File: src/rtl/tv80_reg_dma_if.sv
// Port bundle between the TV80 register-file DMA engine and its surroundings.
// The slave modport is the DMA engine; the master modport drives it.
interface tv80_reg_dma_if;
    logic        cpu_cen;
    logic        cpu_weh;
    logic        cpu_wel;
    logic [2:0]  cpu_addra;
    logic [7:0]  cpu_dih;
    logic [7:0]  cpu_dil;

    logic        rf_cen;
    logic        rf_weh;
    logic        rf_wel;
    logic [2:0]  rf_addra;
    logic [7:0]  rf_dih;
    logic [7:0]  rf_dil;
    logic [7:0]  rf_doah;
    logic [7:0]  rf_doal;

    logic        cpu_stall;
    logic        dump_req;
    logic        load_req;
    logic        abort;
    logic        busy;
    logic        done;
    logic        err;

    // Streams use valid/ready: a word moves on each rising clk edge where both
    // are high; valid never depends on ready, and an unaccepted word is held.
    logic        st_valid;
    logic        st_ready;
    logic [15:0] st_data;
    logic        ld_valid;
    logic        ld_ready;
    logic [15:0] ld_data;

    logic [2:0]  dbg_state;

    modport slave (
        input  cpu_cen, cpu_weh, cpu_wel, cpu_addra, cpu_dih, cpu_dil,
        output rf_cen, rf_weh, rf_wel, rf_addra, rf_dih, rf_dil,
        input  rf_doah, rf_doal,
        output cpu_stall,
        input  dump_req, load_req, abort,
        output busy, done, err,
        output st_valid, st_data,
        input  st_ready,
        input  ld_valid, ld_data,
        output ld_ready,
        output dbg_state
    );

    modport master (
        output cpu_cen, cpu_weh, cpu_wel, cpu_addra, cpu_dih, cpu_dil,
        input  rf_cen, rf_weh, rf_wel, rf_addra, rf_dih, rf_dil,
        output rf_doah, rf_doal,
        input  cpu_stall,
        output dump_req, load_req, abort,
        input  busy, done, err,
        input  st_valid, st_data,
        output st_ready,
        output ld_valid, ld_data,
        input  ld_ready,
        input  dbg_state
    );
endinterface

File: src/rtl/tv80_reg_dma.sv
// Freezes the TV80 and streams its 8 register pairs out (dump) or in (load).
// The load path exists only when TV80_REG_DMA_LOAD_EN is defined.
module tv80_reg_dma (
    input logic           clk,
    input logic           reset_n,
    tv80_reg_dma_if.slave bus
);

`ifdef TV80_REG_DMA_LOAD_EN
    typedef enum logic [2:0] {S_IDLE, S_DRAIN, S_DUMP, S_LOAD, S_DONE} state_t;
    logic op_load_q;
`else
    typedef enum logic [2:0] {S_IDLE, S_DRAIN, S_DUMP, S_DONE} state_t;
    logic unused_ld;
    assign unused_ld = ^{bus.load_req, bus.ld_valid, bus.ld_data};
`endif

    state_t     state_q;
    logic [2:0] idx_q;
    logic       busy_q;
    logic       stall_q;
    logic       done_q;
    logic       err_q;
    logic       owned;

    always_ff @(posedge clk or negedge reset_n) begin
        if (!reset_n) begin
            state_q <= S_IDLE;
            idx_q   <= 3'd0;
            busy_q  <= 1'b0;
            stall_q <= 1'b0;
            done_q  <= 1'b0;
            err_q   <= 1'b0;
`ifdef TV80_REG_DMA_LOAD_EN
            op_load_q <= 1'b0;
`endif
        end else begin
            done_q <= 1'b0;
            case (state_q)
                S_IDLE: begin
                    idx_q <= 3'd0;
                    if (bus.dump_req) begin
                        state_q <= S_DRAIN;
                        busy_q  <= 1'b1;
                        stall_q <= 1'b1;
`ifdef TV80_REG_DMA_LOAD_EN
                        op_load_q <= 1'b0;
                    end else if (bus.load_req) begin
                        state_q   <= S_DRAIN;
                        busy_q    <= 1'b1;
                        stall_q   <= 1'b1;
                        op_load_q <= 1'b1;
`endif
                    end
                end
                // Wait for the CPU to stop touching port A before taking it over.
                S_DRAIN: begin
                    if (bus.abort) begin
                        state_q <= S_DONE;
                        done_q  <= 1'b1;
                    end else if (!bus.cpu_cen) begin
                        err_q <= 1'b0;
                        idx_q <= 3'd0;
`ifdef TV80_REG_DMA_LOAD_EN
                        state_q <= op_load_q ? S_LOAD : S_DUMP;
`else
                        state_q <= S_DUMP;
`endif
                    end
                end
                S_DUMP: begin
                    if (bus.cpu_cen) err_q <= 1'b1;
                    if (bus.abort || (bus.st_ready && idx_q == 3'd7)) begin
                        state_q <= S_DONE;
                        done_q  <= 1'b1;
                    end else if (bus.st_ready) begin
                        idx_q <= idx_q + 3'd1;
                    end
                end
`ifdef TV80_REG_DMA_LOAD_EN
                S_LOAD: begin
                    if (bus.cpu_cen) err_q <= 1'b1;
                    if (bus.abort || (bus.ld_valid && idx_q == 3'd7)) begin
                        state_q <= S_DONE;
                        done_q  <= 1'b1;
                    end else if (bus.ld_valid) begin
                        idx_q <= idx_q + 3'd1;
                    end
                end
`endif
                default: begin
                    state_q <= S_IDLE;
                    busy_q  <= 1'b0;
                    stall_q <= 1'b0;
                end
            endcase
        end
    end

    always_comb begin
        owned = (state_q == S_DUMP) || (state_q == S_DONE);
`ifdef TV80_REG_DMA_LOAD_EN
        owned = owned || (state_q == S_LOAD);
`endif
        bus.rf_cen   = bus.cpu_cen;
        bus.rf_weh   = bus.cpu_weh;
        bus.rf_wel   = bus.cpu_wel;
        bus.rf_addra = bus.cpu_addra;
        bus.rf_dih   = bus.cpu_dih;
        bus.rf_dil   = bus.cpu_dil;
        if (owned) begin
            bus.rf_cen   = 1'b0;
            bus.rf_weh   = 1'b0;
            bus.rf_wel   = 1'b0;
            bus.rf_addra = idx_q;
            bus.rf_dih   = 8'h00;
            bus.rf_dil   = 8'h00;
`ifdef TV80_REG_DMA_LOAD_EN
            bus.rf_dih = bus.ld_data[15:8];
            bus.rf_dil = bus.ld_data[7:0];
            if (state_q == S_LOAD && bus.ld_valid) begin
                bus.rf_cen = 1'b1;
                bus.rf_weh = 1'b1;
                bus.rf_wel = 1'b1;
            end
`endif
        end
    end

    assign bus.st_valid  = (state_q == S_DUMP);
    assign bus.st_data   = {bus.rf_doah, bus.rf_doal};
`ifdef TV80_REG_DMA_LOAD_EN
    assign bus.ld_ready  = (state_q == S_LOAD);
`else
    assign bus.ld_ready  = 1'b0;
`endif
    assign bus.busy      = busy_q;
    assign bus.cpu_stall = stall_q;
    assign bus.done      = done_q;
    assign bus.err       = err_q;
    assign bus.dbg_state = state_q;

endmodule

File: src/flat_wrapper.sv
// flat-port wrapper written by rule: the top's interface ports become plain ports
module tv80_reg_dma_flat 
  (clk, reset_n, bus_cpu_cen, bus_cpu_weh, bus_cpu_wel, bus_cpu_addra, bus_cpu_dih, bus_cpu_dil, bus_rf_cen, bus_rf_weh, bus_rf_wel, bus_rf_addra, bus_rf_dih, bus_rf_dil, bus_rf_doah, bus_rf_doal, bus_cpu_stall, bus_dump_req, bus_load_req, bus_abort, bus_busy, bus_done, bus_err, bus_st_valid, bus_st_data, bus_st_ready, bus_ld_valid, bus_ld_data, bus_ld_ready, bus_dbg_state);
  tv80_reg_dma_if bus_i ();
  input logic clk;
  input logic reset_n;
  input wire logic [$bits(bus_i.cpu_cen)-1:0] bus_cpu_cen;
  input wire logic [$bits(bus_i.cpu_weh)-1:0] bus_cpu_weh;
  input wire logic [$bits(bus_i.cpu_wel)-1:0] bus_cpu_wel;
  input wire logic [$bits(bus_i.cpu_addra)-1:0] bus_cpu_addra;
  input wire logic [$bits(bus_i.cpu_dih)-1:0] bus_cpu_dih;
  input wire logic [$bits(bus_i.cpu_dil)-1:0] bus_cpu_dil;
  output wire logic [$bits(bus_i.rf_cen)-1:0] bus_rf_cen;
  output wire logic [$bits(bus_i.rf_weh)-1:0] bus_rf_weh;
  output wire logic [$bits(bus_i.rf_wel)-1:0] bus_rf_wel;
  output wire logic [$bits(bus_i.rf_addra)-1:0] bus_rf_addra;
  output wire logic [$bits(bus_i.rf_dih)-1:0] bus_rf_dih;
  output wire logic [$bits(bus_i.rf_dil)-1:0] bus_rf_dil;
  input wire logic [$bits(bus_i.rf_doah)-1:0] bus_rf_doah;
  input wire logic [$bits(bus_i.rf_doal)-1:0] bus_rf_doal;
  output wire logic [$bits(bus_i.cpu_stall)-1:0] bus_cpu_stall;
  input wire logic [$bits(bus_i.dump_req)-1:0] bus_dump_req;
  input wire logic [$bits(bus_i.load_req)-1:0] bus_load_req;
  input wire logic [$bits(bus_i.abort)-1:0] bus_abort;
  output wire logic [$bits(bus_i.busy)-1:0] bus_busy;
  output wire logic [$bits(bus_i.done)-1:0] bus_done;
  output wire logic [$bits(bus_i.err)-1:0] bus_err;
  output wire logic [$bits(bus_i.st_valid)-1:0] bus_st_valid;
  output wire logic [$bits(bus_i.st_data)-1:0] bus_st_data;
  input wire logic [$bits(bus_i.st_ready)-1:0] bus_st_ready;
  input wire logic [$bits(bus_i.ld_valid)-1:0] bus_ld_valid;
  input wire logic [$bits(bus_i.ld_data)-1:0] bus_ld_data;
  output wire logic [$bits(bus_i.ld_ready)-1:0] bus_ld_ready;
  output wire logic [$bits(bus_i.dbg_state)-1:0] bus_dbg_state;
  assign bus_i.cpu_cen = bus_cpu_cen;
  assign bus_i.cpu_weh = bus_cpu_weh;
  assign bus_i.cpu_wel = bus_cpu_wel;
  assign bus_i.cpu_addra = bus_cpu_addra;
  assign bus_i.cpu_dih = bus_cpu_dih;
  assign bus_i.cpu_dil = bus_cpu_dil;
  assign bus_rf_cen = bus_i.rf_cen;
  assign bus_rf_weh = bus_i.rf_weh;
  assign bus_rf_wel = bus_i.rf_wel;
  assign bus_rf_addra = bus_i.rf_addra;
  assign bus_rf_dih = bus_i.rf_dih;
  assign bus_rf_dil = bus_i.rf_dil;
  assign bus_i.rf_doah = bus_rf_doah;
  assign bus_i.rf_doal = bus_rf_doal;
  assign bus_cpu_stall = bus_i.cpu_stall;
  assign bus_i.dump_req = bus_dump_req;
  assign bus_i.load_req = bus_load_req;
  assign bus_i.abort = bus_abort;
  assign bus_busy = bus_i.busy;
  assign bus_done = bus_i.done;
  assign bus_err = bus_i.err;
  assign bus_st_valid = bus_i.st_valid;
  assign bus_st_data = bus_i.st_data;
  assign bus_i.st_ready = bus_st_ready;
  assign bus_i.ld_valid = bus_ld_valid;
  assign bus_i.ld_data = bus_ld_data;
  assign bus_ld_ready = bus_i.ld_ready;
  assign bus_dbg_state = bus_i.dbg_state;
  tv80_reg_dma u_core (.clk(clk), .reset_n(reset_n), .bus(bus_i));
endmodule
File: config.mk
export PLATFORM = sky130hd
export DESIGN_NAME = tv80_reg_dma_flat
export DESIGN_NICKNAME = d
export VERILOG_FILES = /design/src/rtl/tv80_reg_dma_if.sv /design/src/rtl/tv80_reg_dma.sv /design/src/flat_wrapper.sv
export SDC_FILE = /design/constraint.sdc
export NUM_CORES = 1
export LEC_CHECK = 0
export ABC_AREA = 1
export ABC_CLOCK_PERIOD_IN_PS = 2400
export CAP_MARGIN = 20
export CORE_MARGIN = 2
export CORE_UTILIZATION = 28
export CTS_CLUSTER_DIAMETER = 80
export DETAILED_ROUTE_END_ITERATION = 6
export GPL_TIMING_DRIVEN = 0
export PLACE_DENSITY = 0.82
export SYNTH_ARGS = -nofsm -noshare
export SYNTH_HDL_FRONTEND = slang
export SYNTH_SLANG_ARGS = --single-unit
File: constraint.sdc
create_clock -name clk -period 2.4 [get_ports clk]
set_clock_uncertainty 0.2 [all_clocks]
set_input_delay 0.72 -clock clk [delete_from_list [all_inputs] [get_ports clk]]
set_output_delay 0.72 -clock clk [all_outputs]
set_load 0.01 [all_outputs]
* After elaboration in Yosys (flattened, before gate mapping)
Index checks and enable logic that the tools add are counted.
** Cells by class
- Div/mod/pow operators :: 0
- Multiplexer cells :: 25
- Bitwise gates (word level) :: 1
- Reductions and logical operators :: 11
- Multipliers :: 0
- Order comparisons :: 0
- Equality and inequality tests :: 12
- Add/sub/neg operators :: 1
- Shifts and indexed selects :: 0
** Operators by type and width (number)
- two-way mux 3 bit :: 9
- one-hot mux 3 bit (3 select lines) :: 2
- two-way mux 8 bit :: 2
- inequality test 2 bit (second input constant) :: 5
- two-way mux 1 bit :: 9
- equality test 3 x 2 -> 1 bit (second input constant) :: 2
- one-hot mux 1 bit (2 select lines) :: 3
- AND reduction 5 bit :: 1
- inequality test 2 x 1 -> 1 bit (second input constant) :: 2
- AND reduction 4 bit :: 1
- adder 3 x 1 -> 3 bit (second input constant) :: 1
- equality test 3 x 1 -> 1 bit (second input constant) :: 1
- equality test 3 bit (second input constant) :: 1
- logical NOT 3 bit :: 1
- inequality test 3 bit (second input constant) :: 1
- AND reduction 3 bit :: 1
- nonzero test 3 bit :: 1
- logical OR 1 bit :: 2
- AND reduction 2 bit :: 1
- nonzero test 2 bit :: 1
- OR reduction 2 bit :: 1
- logical AND 1 bit :: 1
- inverter 1 bit :: 1
** Word-level totals
- Bits in latches :: 0
- Register bits after elaboration :: 9
- Word-level logic and storage cells :: 55
- Memories kept :: 0
- ROM bits :: 0
- Bits in writable memories :: 0
- Bits of input ports :: 61
- Output and inout bits :: 47

* Logic depth before layout (Yosys ltp)
Gate-level depths: netlist of the first run.
- Depth after elaboration :: 5
- Gate-level depth with buffers :: 8
- Depth with buffers taken out :: 8

* Worst setup path after synthesis of the first run
OpenSTA, ideal clock, no wires.
- Kind :: flip-flop to output port
- Start point :: register u_core.state_q[0] (netlist: u_core.bus.dbg_state[0])
- End point :: output port bus_rf_addra[2]
- Data required time :: 1480 ps
- Stages on the path, launching flop included :: 6
- Path slack :: -14 ps
- Arrival time :: 1494 ps
- Path buffers :: 1
- Path through :: dfrtp_1 inv_1 ha_1 or2_1 buf_6 o21ai_0
** On the way
- Longest elaborated chain between the ends :: 3
- Elaborated cells between the ends (all ways) :: 4
- Those cells by class :: eq/ne (2); mux (1); reduce/logical (1)
** Ends and longest elaborated chain
- start: declaration :: RTL line tv80_reg_dma.sv:18 : state_t state_q;
- start signal: assignment :: RTL line tv80_reg_dma.sv:28 : state_q <= S_IDLE;
- start signal: assignment :: RTL line tv80_reg_dma.sv:43 : state_q <= S_DRAIN;
- start signal: assignment :: RTL line tv80_reg_dma.sv:59 : state_q <= S_DONE;
- equality test 3 x 2 -> 1 bit
- named net bus_st_valid :: RTL line flat_wrapper.sv:28 : output wire logic [$bits(bus_i.st_valid)-1:0] bus_st_valid;
- logical OR 1 bit :: RTL line tv80_reg_dma.sv:101 : owned = (state_q == S_DUMP) || (state_q == S_DONE);
- two-way mux 3 bit :: RTL line tv80_reg_dma.sv:111 : if (owned) begin
- end: declaration :: RTL line flat_wrapper.sv:16 : output wire logic [$bits(bus_i.rf_addra)-1:0] bus_rf_addra;
The timed path passes the listed nets, and every way through them passes these cells.

* Worst setup path in the final report of the first run
- Start point :: register u_core.state_q[1] (netlist: u_core.bus.dbg_state[1])
- End point :: output port bus_rf_addra[2]
** On the way
- Longest elaborated chain between the ends :: 3
- Elaborated cells between the ends (all ways) :: 4
- Those cells by class :: eq/ne (2); mux (1); reduce/logical (1)
** Ends and longest elaborated chain (RTL line)
- equality test 3 x 2 -> 1 bit :: tv80_reg_dma.sv:101
- logical OR 1 bit * :: tv80_reg_dma.sv:101
- two-way mux 3 bit * :: tv80_reg_dma.sv:111
Every way passes the cells marked *; elsewhere a longest branch is shown, timed or not.

==> results of run 1 <==
==> worst min path at each step <==
stage	start	endpoint	slack, ps	cells past startpoint
2_1_floorplan	reset_n	u_core.bus.busy$_DFFE_PN0P_	220	0
3_3_place_gp	u_core.idx_q[2]$_DFFE_PN0P_	u_core.idx_q[2]$_DFFE_PN0P_	290	2
3_5_place_dp	u_core.idx_q[2]$_DFFE_PN0P_	u_core.idx_q[2]$_DFFE_PN0P_	300	2
4_1_cts	u_core.bus.err$_DFFE_PN0P_	u_core.bus.err$_DFFE_PN0P_	310	2
5_1_grt	u_core.bus.err$_DFFE_PN0P_	u_core.bus.err$_DFFE_PN0P_	350	2
6_report	u_core.idx_q[2]$_DFFE_PN0P_	u_core.idx_q[2]$_DFFE_PN0P_	310	2
==> state kept, by name (all words and copies together), names as in the netlist <==
register / cells
u_core.bus.busy: 1
u_core.idx_q: 3
u_core.bus.done: 1
u_core.bus.err: 1
u_core.bus.dbg_state: 2
==> worst min-delay path: cells and delay by family (launching register included) <==
kind          cells  cell delay, ps
simple gates      2             110
flops             1             370
==> Yosys cell counts, drive strengths merged <==
cell,number
inv,34
nand2,33
nor2,23
buf,21
dfrtp,8
ha,7
nand3,7
a21oi,2
o21ai,2
conb,1
nand4,1
nor3,1
or2,1
==> power breakdown <==
| group | total, mW | switching, mW | internal [mW] |
|---|---|---|---|
| registers | 0.249 | 0.0552 | 0.194 |
| logic | 1.55 | 0.732 | 0.814 |
| clock network | 0.112 | 0.0538 | 0.0578 |
==> cell families after synthesis <==
family / after synthesis / share of synthesized area (%)
AND/OR/NAND/NOR: 66 / 35.5
other: 1 / 0.394
AO/OA/AOI/OAI: 4 / 2.11
flip-flops: 8 / 21.1
buffers and inverters: 55 / 31.7
adder cells (fa/ha/maj): 7 / 9.21
==> cell type report <==
cell class                 count  area share, %
timing repair buffer          81           41.8
multi-input combinational     79           27.1
inverter                      34           6.81
sequential                     8           10.8
tap                           46           3.07
clock buffer                   3           1.20
buffer                        21           9.29
==> timing repair <==
item,CTS,global route
setup endpoints to repair,23,19
buffers inserted,8,1
pin swaps,5,2
cloned,1,0
gates resized for setup,110,13
hold buffers,0,0
==> through the flow <==
| stage | setup TNS, ps | instance area (um^2) | utilization [%] |
|---|---|---|---|
| finish | -1960 | 1870 | 56.6 |
| global route | -3010 | 1870 | 56.6 |
| CTS | -2120 | 1820 | 55.0 |
| detailed placement | -9790 | 1720 | 52.0 |
| global placement | -9300 | 1720 | 52.0 |
| floorplan | 0 | 955 | - |
==> per-layer routing <==
| layer | global-route usage (%) | vias up |
|---|---|---|
| li1 | - | 553 |
| met1 | 16.4 | 485 |
| met2 | 27.4 | 66 |
| met3 | 4.89 | 5 |
| met4 | 3.33 | 0 |
| met5 | 0 | - |
==> results.txt, run 1 <==
Status -> finished with violations
Failing checks -> setup timing
I/O Buffers -> 71
WS Path Type -> reg2out
Post-layout minimum cycle time -> 2540 ps
DR pass1 iterations -> 4
Commonest non-fill, non-tap cells in the layout -> clkdlybuf4s50_1 (46), inv_1 (33), nand2_1 (33), buf_4 (26), buf_6 (15)
Fin worst setup slack -> -141 ps
CP Cell Sequence -> ha_4 -> or2_1 -> buf_6 -> buf_6 -> o21ai_2 -> buf_2
Seq. cell area -> 203 um^2
Final non-filler cell total -> 272
Worst setup EP type -> output port
RSZ-0062 raised after global routing -> yes
Synth Register Bits -> 8
Commonest non-fill, non-tap cell in the layout -> clkdlybuf4s50_1
Total number of vias -> 1109
Post-Synthesis Cells -> 141
ANT nets after route -> 0
Pwr Total -> 1.91 mW
Crit path capture -> bus_rf_addra[2]
RD Place Congestion -> 0.771
Area of the die -> 3880 um^2
Peak VDD IR -> 0.000601 V
Layout cells sized above 1 -> 34.5%
Worst min-delay path class -> reg2reg
Seq/Total Area, Yosys -> 21.1%
Final Cycle Share -> 106%
Largest net degree at the start of global routing -> 9
Vias in the first global route -> 1066
Insertion delay to the later sink of the worst-skew pair -> 260 ps
Initial Util -> 28.7%
Most used cell, CP -> buf_6
Worst Path Buf+Inv -> 3
CTS tree -> done
R2R Setup Slk -> 470 ps
CTS root buf -> clkbuf_4
Detailed Route WL -> 2850 um
Synthesized area -> 951 um^2
Reg clk slew, reported paths -> 60 ps
Share of the synthesized area in the top cell type -> 21.1%
CTS HTree Levels -> 1
Dpl hpwl -> 2240 um
Area growth syn-to-layout -> 97.0%
WL met1 -> 1100 um
Post-placement cell count -> 259
Met3 Wirelength -> 282 um
Max stage delay on crit path -> 450 ps
Final hold slack -> 307 ps
Fill cell count -> 316
Number of max-cap violations -> 0
F_max -> 0.394 GHz
Levels on crit path -> 6
Post-synth top area cell -> dfrtp_1
Initial antenna violation count -> 0
Count of final max-slew check failures -> 0
CP startpoint kind -> flop
Final setup viols -> 18
Worst reg2reg endpoint -> u_core.idx_q[1]$_DFFE_PN0P_
Crit path DAT -> 1620 ps
Crit. Startpoint -> u_core.bus.dbg_state[1]$_DFFE_PN0P_
Total Nets Final -> 296
Chip width -> 62.3 um
Per-cell routed wire length -> 10.5 um
Cts bufs inserted -> 3
Reg-to-Reg Start -> u_core.bus.dbg_state[1]$_DFFE_PN0P_
Tot GR Track Use -> 14.8%
Largest cells by area after synthesis -> dfrtp_1 (21%), buf_4 (15%), inv_1 (13%), nand2_1 (13%), nor2_4 (12%)
PwrDens -> 1020 nW/um^2
IO Pins -> 108
Drt drc -> 0
Place WS -> -534 ps
Yosys Warn Count -> 0
Yosys cell types -> 16
Total gr overflow -> 0
Area of the multi-input gates -> 507 um^2
Drt initial violations -> 17
Delay-heaviest family, CP -> flip-flops
First-pass GRT wire length -> 4760 um
Synth Area per Inst -> 6.74 um^2
Standard-cell rows -> 21
Slowest CP cell -> dfrtp_2
Lkg Pwr -> 1.04 nW
Clock Path Buffers -> 2
DIE HEIGHT -> 62.3 um
# diodes -> 0
Top sig layer -> met4
WL met2 -> 1440 um
Vias/cell -> 4.08
CTS sink count -> 8
Crit-path max FO -> 5
Final hold viol count -> 0
FF-to-FF path depth -> 10
Core area -> 3310 um^2
WP data required -> 1480 ps
Note: power is estimated with default switching activity, not from simulation.
==> run 2, diff against run 1 <==
- CELL_PAD_IN_SITES_DETAIL_PLACEMENT: not set -> 1
- CELL_PAD_IN_SITES_GLOBAL_PLACEMENT: not set -> 1
- CORE_UTILIZATION: 28 -> 16
- PLACE_DENSITY: 0.82 -> 0.78
==> run 2 against run 1 <==
  * The run still ends with setup timing left
  * Clock-buffer cell count did not move
  * Worst setup slack improved by 22 ps
  * Routed wire length rose by 11%
  * Cell count rose by 9.9%
  * Largest power group unchanged
  * Highest routed layer unchanged
==> results.txt, run 2 (synthesis gave the netlist of run 1 again) <==
Status -> finished with violations (unchanged)
Failing checks -> setup timing (unchanged)
Dpl hpwl -> 2550 um (was 2240 um)
Final non-filler cell total -> 299 (was 272)
Detailed Route WL -> 3160 um (was 2850 um)
RD Place Congestion -> 0.772 (was 0.771)
CP Cell Sequence -> ha_4 -> or2_4 -> buf_8 -> buf_12 -> nor2_4 -> buf_6 (was ha_4 -> or2_1 -> buf_6 -> buf_6 -> o21ai_2 -> buf_2)
Slowest CP cell -> dfrtp_2 (unchanged)
CP startpoint kind -> flop (unchanged)
Area of the die -> 6580 um^2 (was 3880 um^2)
Max reg flops -> 3 (unchanged)
Crit path DAT -> 1600 ps (was 1620 ps)
Area of placed instances -> 1760 um^2 (was 1720 um^2)
RSZ-0062 raised after global routing -> yes (unchanged)
Lkg Pwr -> 1.02 nW (was 1.04 nW)
WP data required -> 1480 ps (about the same)
Final Cycle Share -> 105% (was 106%)
Reg clk slew, reported paths -> 40 ps (was 60 ps)
R2R Setup Slk -> 460 ps (was 470 ps)
Count of final max-slew check failures -> 0 (unchanged)
Chip width -> 81.1 um (was 62.3 um)
Reg-to-Reg Start -> u_core.bus.dbg_state[1]$_DFFE_PN0P_ (unchanged)
Worst reg2reg endpoint -> u_core.idx_q[0]$_DFFE_PN0P_ (was u_core.idx_q[1]$_DFFE_PN0P_)
Insertion delay to the later sink of the worst-skew pair -> 230 ps (was 260 ps)
Initial antenna violation count -> 0 (unchanged)
Vias in the first global route -> 1109 (was 1066)
Final setup viols -> 16 (was 18)
CTS sink count -> 8 (unchanged)
Drt initial violations -> 11 (was 17)
Final hold viol count -> 0 (unchanged)
I/O Buffers -> 71 (unchanged)
Commonest non-fill, non-tap cell in the layout -> clkdlybuf4s50_1 (unchanged)
Largest Register -> u_core.idx_q (unchanged)
Worst Path Buf+Inv -> 3 (unchanged)
# hold bufs at CTS -> 0 (unchanged)
Seq. cell area -> 203 um^2 (unchanged)
DR pass1 iterations -> 3 (was 4)
Place WS -> -554 ps (was -534 ps)
CTS HTree Levels -> 1 (unchanged)
CTS root buf -> clkbuf_8 (was clkbuf_4)
CTS tree -> done (unchanged)
F_max -> 0.397 GHz (was 0.394 GHz)
FF-to-FF path depth -> 10 (unchanged)
Per-cell routed wire length -> 10.6 um (was 10.5 um)
Number of max-cap violations -> 0 (unchanged)
Crit-path max FO -> 6 (was 5)
Standard-cell rows -> 28 (was 21)
First-pass GRT wire length -> 4950 um (was 4760 um)
Worst setup EP type -> output port (unchanged)
Initial Util -> 16.4% (was 28.7%)
Area growth syn-to-layout -> 96.6% (was 97.0%)
Clock Path Buffers -> 2 (unchanged)
ANT nets after route -> 0 (unchanged)
Core area -> 5820 um^2 (was 3310 um^2)
Post-placement cell count -> 288 (was 259)
Drt drc -> 0 (unchanged)
Total number of vias -> 1129 (was 1109)
PwrDens -> 1010 nW/um^2 (was 1020 nW/um^2)
Peak VDD IR -> 0.000500 V (was 0.000601 V)
WHS Endpoint -> u_core.bus.err$_DFFE_PN0P_ (was u_core.idx_q[2]$_DFFE_PN0P_)
Total Nets Final -> 294 (was 296)
Max stage delay on crit path -> 450 ps (about the same)
Tot GR Track Use -> 9.63% (was 14.8%)
Vias/cell -> 3.78 (was 4.08)
Cts bufs inserted -> 3 (unchanged)
WS Path Type -> reg2out (unchanged)
Layout cells sized above 1 -> 31.7% (was 34.5%)
Total gr overflow -> 0 (unchanged)
Worst min-delay path class -> reg2reg (unchanged)
Hold Path Depth -> 2 (unchanged)
Delay-heaviest family, CP -> flip-flops (unchanged)
Area of the multi-input gates -> 483 um^2 (was 507 um^2)
Largest net degree at the start of global routing -> 9 (unchanged)
DIE HEIGHT -> 81.1 um (was 62.3 um)
Commonest non-fill, non-tap cells in the layout -> clkdlybuf4s50_1 (46), inv_1 (33), nand2_1 (33), buf_4 (25) (was clkdlybuf4s50_1 (46), inv_1 (33), nand2_1 (33), buf_4 (26), buf_6 (15))
Hold path start -> u_core.bus.err$_DFFE_PN0P_ (was u_core.idx_q[2]$_DFFE_PN0P_)
# diodes -> 0 (unchanged)
Pwr Total -> 1.89 mW (was 1.91 mW)
IO Pins -> 108 (unchanged)
Fill cell count -> 722 (was 316)
Post-layout minimum cycle time -> 2520 ps (was 2540 ps)
Final instance area -> 1870 um^2 (about the same)
Fin worst setup slack -> -119 ps (was -141 ps)
[run 2: cell count changes in the layout (fill, tap and decap cells not counted), moves of 3 or more]
cell      change
buf_6         -5
clkbuf_8      +3
nor2_1        +5
nor2_2        -3
[run 2: final cells by class]
type,count,area share [%]
multi-input combinational,79,25.8
buffer,21,9.50
timing repair buffer,79,39.8
inverter,34,6.83
clock buffer,3,2.21
sequential,8,10.8
tap,75,5.02
[run 2: tightest hold or removal path, delay by kind of cell, from the launching register on]
kind                   cells  cell delay, ps
flip-flops                 1             340
AO/OA/AOI/OAI              1              90
buffers and inverters      1              50
[run 2: power breakdown]
group          total, mW  internal, mW  switching, mW
Combinational       1.47         0.763          0.709
Sequential         0.256         0.194         0.0611
Clock              0.163         0.109         0.0544
Total               1.89          1.07          0.824
[run 2: per-stage QoR]
step           util (%)  TNS (ps)  hold WS [ps]
2_1_floorplan         -         0           224
3_3_place_gp       30.2    -10140           295
3_5_place_dp       30.2    -10160           301
4_1_cts            32.3     -1950           318
5_1_grt            32.1     -2280           354
6_report           32.1     -1130           311
[run 2: what timing repair did]
| item | in CTS | in global routing |
|---|---|---|
| endpoints found under the hold margin | 0 | 0 |
| cloned | 2 | 0 |
| pin swaps | 3 | 2 |
| buffers inserted | 4 | 2 |
| setup endpoints to repair | 23 | 18 |
| resized for setup | 106 | 7 |
[run 2: worst max path at each step]
| stage | from | endpoint | slack (ps) | cells past startpoint |
|---|---|---|---|---|
| floorplan | u_core.bus.dbg_state[0]$_DFFE_PN0P_ | bus_rf_dih[2] | 20 | 6 |
| global placement | u_core.bus.dbg_state[0]$_DFFE_PN0P_ | bus_rf_dih[3] | -550 | 7 |
| detailed placement | u_core.bus.dbg_state[0]$_DFFE_PN0P_ | bus_rf_dil[3] | -550 | 7 |
| CTS | u_core.bus.dbg_state[1]$_DFFE_PN0P_ | bus_rf_dih[6] | -130 | 5 |
| global route | u_core.bus.dbg_state[0]$_DFFE_PN0P_ | bus_rf_dih[3] | -170 | 7 |
| finish | u_core.bus.dbg_state[1]$_DFFE_PN0P_ | bus_rf_dil[4] | -120 | 6 |
[run 2: per-layer routing]
| metal | vias up | GRT usage, % | routed length (um) |
|---|---|---|---|
| met4 | 0 | 3.39 | 41 |
| met1 | 508 | 9.79 | 1110 |
| met2 | 63 | 18.4 | 1600 |
| met3 | 7 | 2.89 | 410 |
| li1 | 551 | - | - |
| met5 | - | 0 | 0 |
==> run 3, diff against run 2 <==
- SKIP_CTS_REPAIR_TIMING: not set -> 1
==> run 3 against run 2 <==
  * The flow still finishes with violations (setup timing)
  * Global-route usage is 0.84 points lower
  * Total power down 0.72%
  * Worst setup slack got worse by 42 ps
  * Routed wire length up 0.47%
  * Via count down 0.97%
  * Sequential share of layout area increased by 0.073 points
  * Sequential power about the same
  * Critical path depth increased by 1
  * Cell count rose by 0.67%
==> results.txt, run 3 (synthesis gave the netlist of run 1 again) <==
Status -> finished with violations (unchanged)
Failing checks -> setup timing (unchanged)
Tot GR Track Use -> 8.79% (was 9.63%)
PwrDens -> 1010 nW/um^2 (about the same)
Drt drc -> 0 (unchanged)
Peak VDD IR -> 0.000604 V (was 0.000500 V)
Crit path DAT -> 1640 ps (was 1600 ps)
WS Path Type -> reg2out (unchanged)
Worst reg2reg endpoint -> u_core.idx_q[0]$_DFFE_PN0P_ (unchanged)
Switching Share -> 43.6% (about the same)
Clock network power share -> 8.6% (about the same)
Commonest non-fill, non-tap cells in the layout -> clkdlybuf4s50_1 (47), inv_1 (33), nand2_1 (33), buf_4 (27), nor2_1 (13) (was clkdlybuf4s50_1 (46), inv_1 (33), nand2_1 (33), buf_4 (25))
Drt initial violations -> 5 (was 11)
Area of the die -> 6580 um^2 (unchanged)
RD Place Congestion -> 0.772 (unchanged)
Clock Path Buffers -> 2 (unchanged)
FF-to-FF path depth -> 9 (was 10)
Net Switching -> 818 uW (was 824 uW)
Area growth syn-to-layout -> 95.3% (was 96.6%)
Hold path start -> u_core.bus.err$_DFFE_PN0P_ (unchanged)
Worst min-delay path class -> reg2reg (unchanged)
Reg clk slew, reported paths -> 40 ps (about the same)
Commonest non-fill, non-tap cell in the layout -> clkdlybuf4s50_1 (unchanged)
Number of max-cap violations -> 0 (unchanged)
First-pass GRT wire length -> 4520 um (was 4950 um)
WHS Endpoint -> u_core.bus.err$_DFFE_PN0P_ (unchanged)
Core area -> 5820 um^2 (unchanged)
Layout cells sized above 1 -> 31.0% (was 31.7%)
Hold Path Depth -> 2 (unchanged)
Vias/cell -> 3.71 (was 3.78)
Initial Util -> 16.4% (unchanged)
CTS sink count -> 8 (unchanged)
CTS HTree Levels -> 1 (unchanged)
Standard-cell rows -> 28 (unchanged)
Count of final max-slew check failures -> 0 (unchanged)
Max reg flops -> 3 (unchanged)
Insertion delay to the later sink of the worst-skew pair -> 230 ps (about the same)
Reg-to-Reg Start -> u_core.bus.dbg_state[1]$_DFFE_PN0P_ (unchanged)
IO Pins -> 108 (unchanged)
Fin Setup TNS -> -2170 ps (was -1130 ps)
Per-cell routed wire length -> 10.5 um (was 10.6 um)
Final core occ -> 31.9% (was 32.1%)
Largest Register -> u_core.idx_q (unchanged)
Final Cycle Share -> 107% (was 105%)
Chip width -> 81.1 um (unchanged)
Worst setup EP type -> output port (unchanged)
Vias in the first global route -> 1043 (was 1109)
WP data required -> 1480 ps (about the same)
Total gr overflow -> 0 (unchanged)
Post-layout minimum cycle time -> 2560 ps (was 2520 ps)
Initial antenna violation count -> 0 (unchanged)
Cts bufs inserted -> 3 (unchanged)
CTS root buf -> clkbuf_8 (unchanged)
# diodes -> 0 (unchanged)
CP startpoint kind -> flop (unchanged)
Sequential share of power -> 13.7% (was 13.5%)
Detailed Route WL -> 3180 um (was 3160 um)
Crit-path max FO -> 8 (was 6)
Final hold viol count -> 0 (unchanged)
RSZ-0062 raised after global routing -> yes (unchanged)
CTS tree -> done (unchanged)
DR pass1 iterations -> 3 (unchanged)
ANT nets after route -> 0 (unchanged)
Lkg Pwr -> 1.04 nW (was 1.02 nW)
Fin worst setup slack -> -161 ps (was -119 ps)
F_max -> 0.390 GHz (was 0.397 GHz)
Final setup viols -> 18 (was 16)
R2R Setup Slk -> 590 ps (was 460 ps)
Total Nets Final -> 296 (was 294)
Dpl hpwl -> 2550 um (unchanged)
Largest net degree at the start of global routing -> 11 (was 9)
DIE HEIGHT -> 81.1 um (unchanged)
I/O Buffers -> 71 (unchanged)
Internal power -> 1.06 mW (was 1.07 mW)
Comb pwr share -> 77.7% (was 77.9%)
Total number of vias -> 1118 (was 1129)
run 3: critical path, stage by stage (launching register included):
cell	delay, ps
dfrtp_2	420
inv_2	80
ha_4	180
or2_1	210
buf_6	150
clkbuf_16	170
nor2_4	70
buf_2	130
run 3: per-layer routing:
| layer | wire length (um) | track usage [%] | part of all wire, % |
|---|---|---|---|
| met2 | 1650 | 16.9 | 52 |
| met4 | 13 | 3.05 | 0.41 |
| met3 | 416 | 2.78 | 13 |
| met5 | 0 | 0 | 0 |
| met1 | 1090 | 8.79 | 34 |
run 3: final cells by class:
cell class                      count  area [um^2]
Multi-Input combinational cell     79          468
Fill cell                         726         3960
Inverter                           34          128
Tap cell                           75         93.8
Buffer                             21          174
Sequential cell                     8          203
Timing Repair Buffer               81          749
Clock buffer                        3         41.3
run 3: how the worst max path moves through the flow:
stage,end,start,slack (ps)
6_report,bus_rf_dil[5],u_core.bus.dbg_state[0]$_DFFE_PN0P_,-160
4_1_cts,bus_rf_dil[3],u_core.bus.dbg_state[0]$_DFFE_PN0P_,-810
2_1_floorplan,bus_rf_dih[2],u_core.bus.dbg_state[0]$_DFFE_PN0P_,20
3_3_place_gp,bus_rf_dih[3],u_core.bus.dbg_state[0]$_DFFE_PN0P_,-550
5_1_grt,bus_rf_dil[5],u_core.bus.dbg_state[0]$_DFFE_PN0P_,-240
3_5_place_dp,bus_rf_dil[3],u_core.bus.dbg_state[0]$_DFFE_PN0P_,-550
run 3: power by group through the flow:
stage / registers, mW / clock network [mW] / logic [mW]
floorplan: 0.260 / 0 / 0.704
global placement: 0.257 / 0 / 1.28
detailed placement: 0.260 / 0 / 1.31
CTS: 0.260 / 0.167 / 1.32
global route: 0.266 / 0.177 / 1.61
finish: 0.258 / 0.161 / 1.46
run 3: stage by stage:
step	instance area (um^2)	worst slack, ps	hold slack (ps)	power, mW	std cells
floorplan	955	19.6	224	0.965	142
global placement	1760	-553	295	1.54	288
detailed placement	1760	-554	301	1.57	288
CTS	1800	-809	318	1.74	291
global route	1860	-240	354	2.05	301
finish	1860	-161	310	1.88	301
